<file path="config.mk">
export PLATFORM = sky130hd
export DESIGN_NAME = dlk_pcm_receiver
export DESIGN_NICKNAME = d
export VERILOG_FILES = /design/src/rtl/dlk_pcm_pkg.sv /design/src/rtl/dlk_pcm_timer.sv /design/src/rtl/dlk_pcm_receiver.sv
export SDC_FILE = /design/constraint.sdc
export NUM_CORES = 1
export LEC_CHECK = 0
export BUFFER_PORTS_ARGS = -buffer_cell sky130_fd_sc_hd__buf_2
export CORE_UTILIZATION = 29
export DETAILED_ROUTE_END_ITERATION = 8
export PLACE_DENSITY = 0.54
export RECOVER_POWER = 100
export SYNTH_ARGS = -nofsm -noshare
export SYNTH_HDL_FRONTEND = slang
export SYNTH_HIERARCHICAL = 1
export SYNTH_SLANG_ARGS = --single-unit
</file>
<file path="constraint.sdc">
create_clock -name SIM_CLK -period 3 [get_ports SIM_CLK]
set_clock_uncertainty 0.05 [all_clocks]
set_input_delay 0.15 -clock SIM_CLK [delete_from_list [all_inputs] [get_ports SIM_CLK]]
set_output_delay 0.15 -clock SIM_CLK [all_outputs]
set_load 0.01 [all_outputs]
</file>
<file path="src/rtl/dlk_pcm_pkg.sv">
// rtl/dlk_pcm_pkg.sv - shared defaults and slot constants for the AGC downlink PCM receiver
// Purpose: default frame geometry plus the slot numbers that frame a downlink word.
// Ports: none (package).
package dlk_pcm_pkg;

   localparam int DEF_SLOT_CLKS   = 21;
   localparam int DEF_PULSE_CLKS  = 4;
   localparam int DEF_NBITS       = 40;
   localparam int DEF_FRAME_SLOTS = 1024;

   localparam int SLOT_START = 0;
   localparam int SLOT_END   = DEF_NBITS + 1;

   // Slot that carries DKEND for a word of nbits bits.
   function automatic int slot_end(input int nbits);
      return nbits + 1;
   endfunction

endpackage

</file>
<file path="src/rtl/dlk_pcm_timer.sv">
// rtl/dlk_pcm_timer.sv - CLK edge detect, slot/phase counters and downlink strobe decode
// Purpose: turns the AGC bit clock into per-slot strobes and tells the receiver when to sample.
// Ports:
//   SIM_CLK, SIM_RST  simulation clock, synchronous active-high reset
//   CLK               AGC bit clock, sampled in the SIM_CLK domain
//   tick_o            one SIM_CLK pulse per CLK rising edge
//   sample_en_o       current phase is the one whose tick clears the strobe (qualify with tick_o)
//   slot_o            current slot within the frame
//   dkstrt_o, dkbsnc_o, dkend_o  registered downlink strobes
module dlk_pcm_timer
   import dlk_pcm_pkg::*;
#(
   parameter int SLOT_CLKS   = DEF_SLOT_CLKS,
   parameter int PULSE_CLKS  = DEF_PULSE_CLKS,
   parameter int NBITS       = DEF_NBITS,
   parameter int FRAME_SLOTS = DEF_FRAME_SLOTS
) (
   input  logic                           SIM_CLK,
   input  logic                           SIM_RST,
   input  logic                           CLK,
   output logic                           tick_o,
   output logic                           sample_en_o,
   output logic [$clog2(FRAME_SLOTS)-1:0] slot_o,
   output logic                           dkstrt_o,
   output logic                           dkbsnc_o,
   output logic                           dkend_o
);

   localparam int PW = $clog2(SLOT_CLKS);
   localparam int SW = $clog2(FRAME_SLOTS);

   logic          clk_q;
   logic [PW-1:0] phase_q, phase_d;
   logic [SW-1:0] slot_q, slot_d;
   logic          dkstrt_q, dkbsnc_q, dkend_q;
   logic          tick, wrap;

   assign tick = CLK & ~clk_q;
   // The tick that wraps the phase opens a new slot and raises its strobe.
   assign wrap = tick && (phase_q == PW'(SLOT_CLKS - 1));

   always_comb begin
      phase_d = phase_q;
      slot_d  = slot_q;
      if (tick) begin
         phase_d = (phase_q == PW'(SLOT_CLKS - 1)) ? '0 : phase_q + PW'(1);
      end
      if (wrap) begin
         slot_d = (slot_q == SW'(FRAME_SLOTS - 1)) ? '0 : slot_q + SW'(1);
      end
   end

   // Phase/slot reset one slot before the wrap so the first DKSTRT
   // appears on the second CLK rise after reset.
   always_ff @(posedge SIM_CLK) begin
      if (SIM_RST) begin
         clk_q    <= 1'b0;
         phase_q  <= PW'(SLOT_CLKS - 2);
         slot_q   <= SW'(FRAME_SLOTS - 1);
         dkstrt_q <= 1'b0;
         dkbsnc_q <= 1'b0;
         dkend_q  <= 1'b0;
      end else begin
         clk_q   <= CLK;
         phase_q <= phase_d;
         slot_q  <= slot_d;
         if (wrap) begin
            dkstrt_q <= (slot_d == SW'(SLOT_START));
            dkbsnc_q <= (slot_d >= SW'(1)) && (slot_d <= SW'(NBITS));
            dkend_q  <= (slot_d == SW'(slot_end(NBITS)));
         end else if (tick && (phase_q == PW'(PULSE_CLKS - 1))) begin
            dkstrt_q <= 1'b0;
            dkbsnc_q <= 1'b0;
            dkend_q  <= 1'b0;
         end
      end
   end

   assign tick_o      = tick;
   assign sample_en_o = (phase_q == PW'(PULSE_CLKS - 1));
   assign slot_o      = slot_q;
   assign dkstrt_o    = dkstrt_q;
   assign dkbsnc_o    = dkbsnc_q;
   assign dkend_o     = dkend_q;

endmodule

</file>
<file path="src/rtl/dlk_pcm_receiver.sv">
// rtl/dlk_pcm_receiver.sv - AGC digital downlink ground-station receiver with word handshake
// Purpose: drives DKSTRT/DKBSNC/DKEND, shifts DKDATA into NBITS-bit words and hands them out.
// Ports:
//   SIM_CLK, SIM_RST        simulation clock, synchronous active-high reset
//   CLK, DKDATA             AGC bit clock and serial downlink data
//   DKSTRT, DKBSNC, DKEND   strobes back to the AGC
//   word_data, word_valid   last captured word (first bit in MSB) and its valid flag
//   word_ack                consumer accepts word_data
//   overrun                 sticky: a word completed while the previous one was unaccepted
//   word_count              completed words, wraps at 16 bits
module dlk_pcm_receiver
   import dlk_pcm_pkg::*;
#(
   parameter int SLOT_CLKS   = DEF_SLOT_CLKS,
   parameter int PULSE_CLKS  = DEF_PULSE_CLKS,
   parameter int NBITS       = DEF_NBITS,
   parameter int FRAME_SLOTS = DEF_FRAME_SLOTS
) (
   input  logic             SIM_CLK,
   input  logic             SIM_RST,
   input  logic             CLK,
   input  logic             DKDATA,
   output logic             DKSTRT,
   output logic             DKBSNC,
   output logic             DKEND,
   output logic [NBITS-1:0] word_data,
   output logic             word_valid,
   input  logic             word_ack,
   output logic             overrun,
   output logic [15:0]      word_count
);

   localparam int SW = $clog2(FRAME_SLOTS);
   localparam int BW = $clog2(NBITS + 1);

   logic             tick, clear_phase, sample, complete;
   logic [SW-1:0]    slot;
   logic [NBITS-1:0] shreg_q, shreg_d, word_data_q, word_data_d;
   logic [BW-1:0]    bitcnt_q, bitcnt_d;
   logic             word_valid_q, word_valid_d;
   logic             overrun_q, overrun_d;
   logic [15:0]      word_count_q, word_count_d;

   dlk_pcm_timer #(
      .SLOT_CLKS  (SLOT_CLKS),
      .PULSE_CLKS (PULSE_CLKS),
      .NBITS      (NBITS),
      .FRAME_SLOTS(FRAME_SLOTS)
   ) u_timer (
      .SIM_CLK    (SIM_CLK),
      .SIM_RST    (SIM_RST),
      .CLK        (CLK),
      .tick_o     (tick),
      .sample_en_o(clear_phase),
      .slot_o     (slot),
      .dkstrt_o   (DKSTRT),
      .dkbsnc_o   (DKBSNC),
      .dkend_o    (DKEND)
   );

   // DKDATA is taken on the tick that drops the strobe, giving the AGC the
   // whole pulse to settle the bit.
   assign sample   = tick & clear_phase;
   // A word is only delivered if this frame saw its DKSTRT and every DKBSNC.
   assign complete = sample && (slot == SW'(slot_end(NBITS))) && (bitcnt_q == BW'(NBITS));

   always_comb begin
      shreg_d      = shreg_q;
      bitcnt_d     = bitcnt_q;
      word_data_d  = word_data_q;
      word_valid_d = word_valid_q;
      overrun_d    = overrun_q;
      word_count_d = word_count_q;
      if (sample) begin
         if (slot == SW'(SLOT_START)) begin
            shreg_d  = '0;
            bitcnt_d = '0;
         end else if (slot <= SW'(NBITS)) begin
            shreg_d  = {shreg_q[NBITS-2:0], DKDATA};
            bitcnt_d = bitcnt_q + BW'(1);
         end
      end
      if (complete) begin
         word_data_d  = shreg_q;
         word_valid_d = 1'b1;
         word_count_d = word_count_q + 16'd1;
         // An ack landing on the completion cycle consumes the old word.
         if (word_valid_q && !word_ack) begin
            overrun_d = 1'b1;
         end
      end else if (word_valid_q && word_ack) begin
         word_valid_d = 1'b0;
      end
   end

   always_ff @(posedge SIM_CLK) begin
      if (SIM_RST) begin
         shreg_q      <= '0;
         bitcnt_q     <= '0;
         word_data_q  <= '0;
         word_valid_q <= 1'b0;
         overrun_q    <= 1'b0;
         word_count_q <= '0;
      end else begin
         shreg_q      <= shreg_d;
         bitcnt_q     <= bitcnt_d;
         word_data_q  <= word_data_d;
         word_valid_q <= word_valid_d;
         overrun_q    <= overrun_d;
         word_count_q <= word_count_d;
      end
   end

   assign word_data  = word_data_q;
   assign word_valid = word_valid_q;
   assign overrun    = overrun_q;
   assign word_count = word_count_q;

endmodule

</file>
==> results of run 1 <==
## cell type report
cell class,instances,area [sq um]
fillers,1832,11200
flip-flops and latches,123,2460
multi-input cells,412,2380
clock buffers,20,457
repair buffers,75,333
well taps,225,282
clock inverters,8,73.8
inverters,5,18.8
## kinds of logic (layout without fill, tap and decap cells)
kind of cell / Yosys count / in the layout / share of synthesized area
adder cells (fa/ha/maj): 6 / 6 / 0.0148
AO/OA/AOI/OAI: 123 / 123 / 0.160
buffers and inverters: 46 / 108 / 0.0456
AND/OR/NAND/NOR: 256 / 256 / 0.247
multiplexers: 5 / 5 / 0.0101
flip-flops: 123 / 123 / 0.485
XOR/XNOR: 22 / 22 / 0.0379
## routing by layer
metal	global-route usage	vias to the layer above	wire, um
li1	-	2123	-
met1	0.159	1942	5260
met2	0.206	73	5250
met3	0.0340	14	379
met4	0.0630	0	191
met5	0	-	0
## where the power goes
group / total (uW) / internal, uW / switching [uW] / leakage [uW]
Sequential: 1650 / 1640 / 7.98 / 0.000992
Clock: 1840 / 1150 / 682 / 0.000259
Combinational: 63.9 / 19.8 / 44.2 / 0.000878
Total: 3550 / 2820 / 734 / 0.00213
## worst max-delay path, cell delays in order
cell	delay, ns
dlygate4sd3_1	0.54
clkbuf_1	0.11
nand2b_1	0.34
inv_1	0.32
nand2_1	0.32
nor4_1	0.11
a211oi_1	0.51
mux2i_1	0.16
a221oi_1	0.26
## final timing paths
kind,end,slack [ns]
worst max-delay path,u_timer/dkbsnc_o$_SDFFE_PP0P_,0.45
worst min-delay path,u_timer/phase_q[3]$_SDFFE_PP0P_,0.21
worst max register to register,u_timer/dkbsnc_o$_SDFFE_PP0P_,0.50
worst min register to register,word_data[35]$_SDFFE_PP0P_,0.40
## flip-flops by register name, summed over array words and instances (netlist names), 5 cells and up
signal / count
bitcnt_q: 6
shreg_q: 40
u_timer/phase_q: 5
u_timer/slot_o: 10
word_count: 16
word_data: 40
## layout by cell type (no fill, tap or decap), types with 4 or more instances in the layout
master and count:
a21oi_1 48, a22oi_1 41, a31oi_1 4, and2_1 4, and3_1 11, and4_1 6, buf_4 8, clkbuf_1 63
clkbuf_16 17, clkinv_2 4, dfxtp_1 123, ha_1 6, inv_1 5, mux2i_1 4, nand2_1 94, nand2b_1 8
nand3_1 9, nand3b_1 5, nand4_1 13, nor2_1 77, nor3_1 6, o21ai_0 9, or2_2 4, xnor2_1 6
xor2_1 16
## metrics by stage
step	cell area, sq um	setup slack, ns	power [uW]	cells
2_1_floorplan	5080	0.926	1730	581
3_3_place_gp	5550	0.597	1740	837
3_5_place_dp	5550	0.537	1750	837
4_1_cts	6110	0.515	3600	868
5_1_grt	6010	0.170	3690	868
6_report	6010	0.448	3550	868
==> results.json, run 1 <==
{
  "cts_sinks": 123,
  "finalSetupViolCount": 0,
  "clkSlewWorstSetupHoldPaths_ns": 0.05,
  "syn_avg_cell_area_sq_um": 8.74,
  "netlist_top_cells_area": "dfxtp_1 48%, nand2_1 6.9%, a22oi_1 6.1%",
  "place_congestion": 0.812,
  "rsz0062_at_grt": "false",
  "vias": 4152,
  "port_buffers": 65,
  "hold_ws_ns": 0.206,
  "reg2regPathDepth": 6,
  "crit_type": "input pin to register",
  "finalHoldViolations": 0,
  "final_core_util": 0.350,
  "synthFlopType": "dfxtp_1",
  "clock-root-buffer": "clkbuf_16",
  "routed_wl_um": 11100,
  "cp.required_ns": 3.27,
  "track_usage": 0.128,
  "ys.warnings.count": 6,
  "grt_max_degree": 70,
  "hold_depth": 2,
  "grt_overflow_total": 0,
  "grt_pass1_vias": 3879,
  "crit_path_start": "CLK",
  "r2r_start": "u_timer/clk_q$_SDFF_PP0_",
  "ant_nets": 0,
  "start_util": 0.296,
  "power_density_nw_per_um2": 591,
  "hp-class": "input pin to register",
  "power_leakage_uw": 0.00213,
  "synth_cell_types": 54,
  "antenna_found_initial": 0,
  "peakVddDrop_uv": 426,
  "synthCells": 581,
  "layout.nets": 645,
  "design.die.area_sq_um": 18000,
  "critPathLaunchType": "input pin",
  "antenna_cells": 0,
  "syn2layout_area_growth_pct": 18.4,
  "drtPass1Iterations": 4,
  "ctsResizeCount": 0,
  "die_w_um": 134,
  "ys_seq_elements": 123,
  "async_reset_ff_frac": 0,
  "via_per_inst": 4.78,
  "post_cts_buffers": 0,
  "drt_iter0_drc": 224,
  "grt_pass1_wl_um": 18500,
  "maxSlewHeadroom": 0.555,
  "fp-row-count": 48,
  "synth_top_area_cell": "dfxtp_1",
  "wl_per_cell_um": 12.8,
  "dieHeight_um": 134,
  "synth_edf_count": 0,
  "critPathMaxFanout": 11,
  "synth_fp_nets": 592,
  "drv_cap": 0,
  "worst_slew_pin_slew_ns": 0.667,
  "htreeDepth": 4,
  "crit_path_end_kind": "register",
  "fmaxAchievable_ghz": 0.392,
  "final.min_clock_period_ns": 2.55,
  "cts_buffer_depth": 2,
  "status": "finished, final reports clean",
  "cts_tree": "yes",
  "core-area_sq_um": 17200,
  "slew_viol_final": 0,
  "ios": 66,
  "arrival_ns": 2.82,
  "fin_setup_tns_ns": 0,
  "netlist_top_cells_count": "123 x dfxtp_1, 93 x nand2_1, 77 x nor2_1",
  "worstHoldStart": "SIM_RST",
  "synth_most_common_cell": "dfxtp_1",
  "drc": 0,
  "drive_gt1_frac": 0.0778,
  "synth_area_sq_um": 5080,
  "cts_hold_buf": 3,
  "synth_top_area_share": 0.485,
  "min_period_over_period": 0.851,
  "cts_made_buffers": 17,
  "dp_hpwl_um": 7120,
  "synth_seq_area_share": 0.485,
  "clk_latency_ns": 0.42
}
No activity file was read; power rests on OpenSTA's default activity.
==> run 2, diff against run 1 <==
--- a/config.mk
+++ b/config.mk
@@ -6,9 +6,9 @@
 export NUM_CORES = 1
 export LEC_CHECK = 0
 export BUFFER_PORTS_ARGS = -buffer_cell sky130_fd_sc_hd__buf_2
-export CORE_UTILIZATION = 29
+export CORE_UTILIZATION = 55
 export DETAILED_ROUTE_END_ITERATION = 8
-export PLACE_DENSITY = 0.54
+export PLACE_DENSITY = 0.84
 export RECOVER_POWER = 100
 export SYNTH_ARGS = -nofsm -noshare
 export SYNTH_HDL_FRONTEND = slang
==> run 2 against run 1 <==
The run now ends with design-rule violations left. Fmax is 4.3% lower. Largest power group unchanged. Sequential share of layout area up 1.0 points. Global-route usage is 11 points higher. Worst hold slack lost 0.066 ns. Critical path type is now register to register. Critical endpoint is now bitcnt_q[3]$_SDFFE_PP0P_.
==> results.json, run 2 (synthesis gave the netlist of run 1 again) <==
{
  "drv_cap": 0,
  "die_w_um": 98.1,
  "hp-class": "input pin to register",
  "cts_sinks": 123,
  "critPathLaunchType": "register",
  "place_area_sq_um": 5410,
  "place_congestion": 0.843,
  "slowest_stage": "clkbuf_2",
  "clkSlewWorstSetupHoldPaths_ns": 0.06,
  "core-area_sq_um": 8850,
  "port_buffers": 65,
  "cts_hold_buf": 3,
  "critPathMaxFanout": 46,
  "crit_path_end_kind": "register",
  "design.die.area_sq_um": 9620,
  "layout.nets": 645,
  "reg2regPathDepth": 8,
  "peakVddDrop_uv": 354,
  "finalHoldViolations": 0,
  "dieHeight_um": 98.1,
  "final_common_cell": "dfxtp_1",
  "n_fill_cell": 710,
  "fin_setup_tns_ns": 0,
  "cts_buffer_depth": 2,
  "drc": 8,
  "min_period_over_period": 0.888,
  "via_per_inst": 5.79,
  "drt_iter0_drc": 380,
  "fin_area_sq_um": 5870,
  "crit_chain": "ha_1 > nand2b_1 > nor3_1 > o2111ai_4 > a21oi_4 > clkbuf_2 > nand3b_1 > a21oi_1",
  "vias": 4370,
  "drive_gt1_frac": 0.0866,
  "rsz0062_at_grt": "false",
  "htreeDepth": 4,
  "worstHoldStart": "SIM_RST",
  "crit_buf_inv": 1,
  "worstSetupPathDepth": 8,
  "dp_hpwl_um": 6590,
  "finalSetupViolCount": 0,
  "fp-row-count": 34,
  "hold_depth": 2,
  "antenna_cells": 0,
  "cts_tree": "yes",
  "grt_pass1_wl_um": 18700,
  "slew_viol_final": 0,
  "clock-root-buffer": "clkbuf_8",
  "grt_overflow_total": 0,
  "routed_wl_um": 11100,
  "track_usage": 0.239,
  "grt_max_degree": 79,
  "ant_nets": 0,
  "post_cts_buffers": 0,
  "power_density_nw_per_um2": 599,
  "crit_type": "register to register",
  "power_leakage_uw": 0.00212,
  "final.min_clock_period_ns": 2.66,
  "maxSlewHeadroom": 0.401,
  "r2r_end": "bitcnt_q[3]$_SDFFE_PP0P_",
  "crit_family": "buffers and inverters",
  "worst_slew_pin_slew_ns": 0.899,
  "ff2ff_setup_slack_ns": 0.34,
  "cts_made_buffers": 17,
  "status": "finished, violations left",
  "final_core_util": 0.663,
  "ctsResizeCount": 0,
  "violations": "design-rule violations",
  "ios": 66,
  "grt_pass1_vias": 4009,
  "fmaxAchievable_ghz": 0.375,
  "final_cell_mix": "123 x dfxtp_1, 94 x nand2_1, 77 x nor2_1",
  "antenna_found_initial": 0,
  "arrival_ns": 3.05,
  "syn2layout_area_growth_pct": 15.6,
  "cp.required_ns": 3.39,
  "cpPeakStageDelay_ns": 0.70,
  "r2r_start": "u_timer/phase_q[0]$_SDFFE_PP1P_",
  "power_uw": 3510,
  "wl_per_cell_um": 14.8,
  "drtPass1Iterations": 7,
  "clk_latency_ns": 0.51,
  "start_util": 0.574,
  "holdPathEnd": "word_count[7]$_SDFFE_PP0P_"
}
## run 2: changes by cell type in the layout (fill, tap and decap cells not counted), moves of 2 or more
cell	delta
clkinvlp_4	+2
inv_6	+4
buf_4	-2
clkinv_4	+2
## run 2: stage by stage
| step | hold WS, ns | cells | worst slack, ns |
|---|---|---|---|
| floorplan | 0.228 | 581 | 0.926 |
| global placement | 0.333 | 720 | 0.623 |
| detailed placement | 0.338 | 720 | 0.578 |
| CTS | 0.129 | 755 | 0.500 |
| global route | 0.160 | 755 | 0.121 |
| finish | 0.140 | 755 | 0.335 |
## run 2: where the power goes
part	internal, uW	switching [uW]
logic	20.0	44.8
registers	1640	8.38
clock network	1030	774
## run 2: layout make-up
class                   instances  area (sq um)  area share
clock buffers                  17           414      0.0706
clock inverters                15           118      0.0200
inverters                       5          18.8     0.00320
multi-input cells             412          2390       0.407
flip-flops and latches        123          2460       0.420
well taps                     108           135      0.0230
repair buffers                 75           330      0.0563
## run 2: worst max-delay path by stage
stage / start / to / slack, ns
global route: u_timer/phase_q[0]$_SDFFE_PP1P_ / shreg_q[10]$_SDFFE_PP0P_ / 0.12
CTS: u_timer/phase_q[0]$_SDFFE_PP1P_ / word_count[0]$_SDFFE_PP0P_ / 0.50
floorplan: u_timer/slot_o[0]$_SDFF_PP1_ / u_timer/dkend_o$_SDFFE_PP0P_ / 0.93
global placement: u_timer/phase_q[0]$_SDFFE_PP1P_ / word_count[0]$_SDFFE_PP0P_ / 0.62
detailed placement: u_timer/phase_q[0]$_SDFFE_PP1P_ / word_count[0]$_SDFFE_PP0P_ / 0.58
finish: u_timer/phase_q[0]$_SDFFE_PP1P_ / bitcnt_q[3]$_SDFFE_PP0P_ / 0.34
## run 2: layer usage
| metal | wire length (um) | GRT usage |
|---|---|---|
| met1 | 5000 | 0.301 |
| met2 | 5400 | 0.401 |
| met3 | 555 | 0.0429 |
| met4 | 195 | 0.108 |
| met5 | 0 | 0 |
==> run 3, diff against run 2 <==
--- a/config.mk
+++ b/config.mk
@@ -6,9 +6,9 @@
 export NUM_CORES = 1
 export LEC_CHECK = 0
 export BUFFER_PORTS_ARGS = -buffer_cell sky130_fd_sc_hd__buf_2
-export CORE_UTILIZATION = 55
+export CORE_UTILIZATION = 50
 export DETAILED_ROUTE_END_ITERATION = 8
-export PLACE_DENSITY = 0.84
+export PLACE_DENSITY = 0.79
 export RECOVER_POWER = 100
 export SYNTH_ARGS = -nofsm -noshare
 export SYNTH_HDL_FRONTEND = slang
==> run 3 against run 2 <==
Combinational power fell by 1%. Largest cell class unchanged. Worst hold slack better by 0.21 ns. Fmax rose by 3.0%. Register-to-register slack better by 0.08 ns. The run ends with max-capacitance violations, max-slew violations left. Sequential share of layout area down 0.98 points. Clock-buffer cell count rose by 1. Via count decreased by 2.3%.
==> results.json, run 3 (synthesis gave the netlist of run 1 again) <==
{
  "ctsResizeCount": 0,
  "grt_pass1_wl_um": 17400,
  "vias": 4268,
  "routed_wl_um": 10800,
  "fmaxAchievable_ghz": 0.387,
  "final_cells": 779,
  "violations": "max-capacitance violations, max-slew violations",
  "grt_overflow_total": 0,
  "place_area_sq_um": 5450,
  "cts_made_buffers": 17,
  "cp.required_ns": 3.33,
  "power_leakage_uw": 0.00218,
  "track_usage": 0.210,
  "ios": 66,
  "multi_input_area_sq_um": 2380,
  "critPathLaunchType": "register",
  "htreeDepth": 4,
  "fin_area_sq_um": 6010,
  "drv_cap": 1,
  "antenna_cells": 0,
  "design.die.area_sq_um": 10600,
  "dp_hpwl_um": 6710,
  "hp-class": "input pin to register",
  "finalHoldViolations": 0,
  "maxSlewHeadroom": -0.132,
  "clk_latency_ns": 0.51,
  "ant_nets": 0,
  "drt_iter0_drc": 209,
  "dieHeight_um": 103,
  "layout.nets": 645,
  "crit_type": "register to register",
  "power_density_nw_per_um2": 647,
  "finalSetupViolCount": 0,
  "final_common_cell": "dfxtp_1",
  "drtPass1Iterations": 5,
  "via_per_inst": 5.48,
  "critPathMaxFanout": 8,
  "drive_gt1_frac": 0.0820,
  "arrival_ns": 2.92,
  "power_uw": 3890,
  "grt_pass1_vias": 3880,
  "clock-root-buffer": "clkbuf_8",
  "antenna_found_initial": 0,
  "rsz0062_at_grt": "false",
  "port_buffers": 65,
  "fin_setup_tns_ns": 0,
  "crit_path_end_kind": "register",
  "n_fill_cell": 862,
  "clkSlewWorstSetupHoldPaths_ns": 0.06,
  "start_util": 0.517,
  "cts_hold_buf": 3,
  "place_congestion": 0.882,
  "cts_sinks": 123,
  "post_cts_buffers": 0,
  "slew_viol_final": 92,
  "peakVddDrop_uv": 395,
  "grt_max_degree": 92,
  "hold_ws_ns": 0.351,
  "syn2layout_area_growth_pct": 18.3,
  "wl_per_cell_um": 13.9,
  "min_period_over_period": 0.862,
  "core-area_sq_um": 9820,
  "worst_slew_pin_slew_ns": 1.70,
  "register_area_sq_um": 2460,
  "final_cell_mix": "123 x dfxtp_1, 94 x nand2_1, 77 x nor2_1",
  "fp-row-count": 36,
  "cts_tree": "yes",
  "final.min_clock_period_ns": 2.59,
  "status": "finished, violations left",
  "die_w_um": 103,
  "drc": 0,
  "dpl.cell_count": 745,
  "cts_buffer_depth": 2
}
==> run 3: routing by layer <==
metal / global-route usage / part of all wire / vias to the layer above
met1: 0.255 / 0.46 / 2003
met2: 0.351 / 0.49 / 118
li1: - / - / 2133
met3: 0.0583 / 0.047 / 14
met5: 0 / 0 / -
met4: 0.0888 / 0.011 / 0
==> run 3: power by group <==
part           switching, uW  total (uW)  internal [uW]
combinational           43.8        63.8           20.0
sequential              8.20        1650           1640
clock                    742        2180           1440
==> run 3: per-stage QoR <==
step                 util  setup WS (ns)
global placement    0.555          0.661
detailed placement  0.555          0.538
floorplan               -          0.926
CTS                 0.622          0.510
global route        0.612          0.171
finish              0.612          0.414
==> run 3: final timing paths <==
path,start,to,slack (ns),cells past startpoint
worst min-delay path,CLK,u_timer/clk_q$_SDFF_PP0_,0.35,3
worst max-delay path,u_timer/slot_o[0]$_SDFF_PP1_,u_timer/dkbsnc_o$_SDFFE_PP0P_,0.41,7
worst max register to register,u_timer/slot_o[0]$_SDFF_PP1_,u_timer/dkbsnc_o$_SDFFE_PP0P_,0.41,7
worst min register to register,word_data[0]$_SDFFE_PP0P_,word_data[0]$_SDFFE_PP0P_,0.41,2
==> run 3: area by class of cell <==
| cell class | instances | area share |
|---|---|---|
| Clock buffer | 18 | 0.0696 |
| Multi-Input combinational cell | 412 | 0.397 |
| Sequential cell | 123 | 0.410 |
| Timing Repair Buffer | 75 | 0.0573 |
| Clock inverter | 13 | 0.0356 |
| Inverter | 5 | 0.00312 |
| Tap cell | 133 | 0.0277 |
==> run 3: critical path: stages, from the launching register on <==
cell,delay (ns)
dfxtp_1,0.51
ha_1,0.36
and4_1,0.22
nand4_1,0.17
o211a_1,0.19
a211oi_1,0.50
mux2i_1,0.17
a221oi_1,0.29
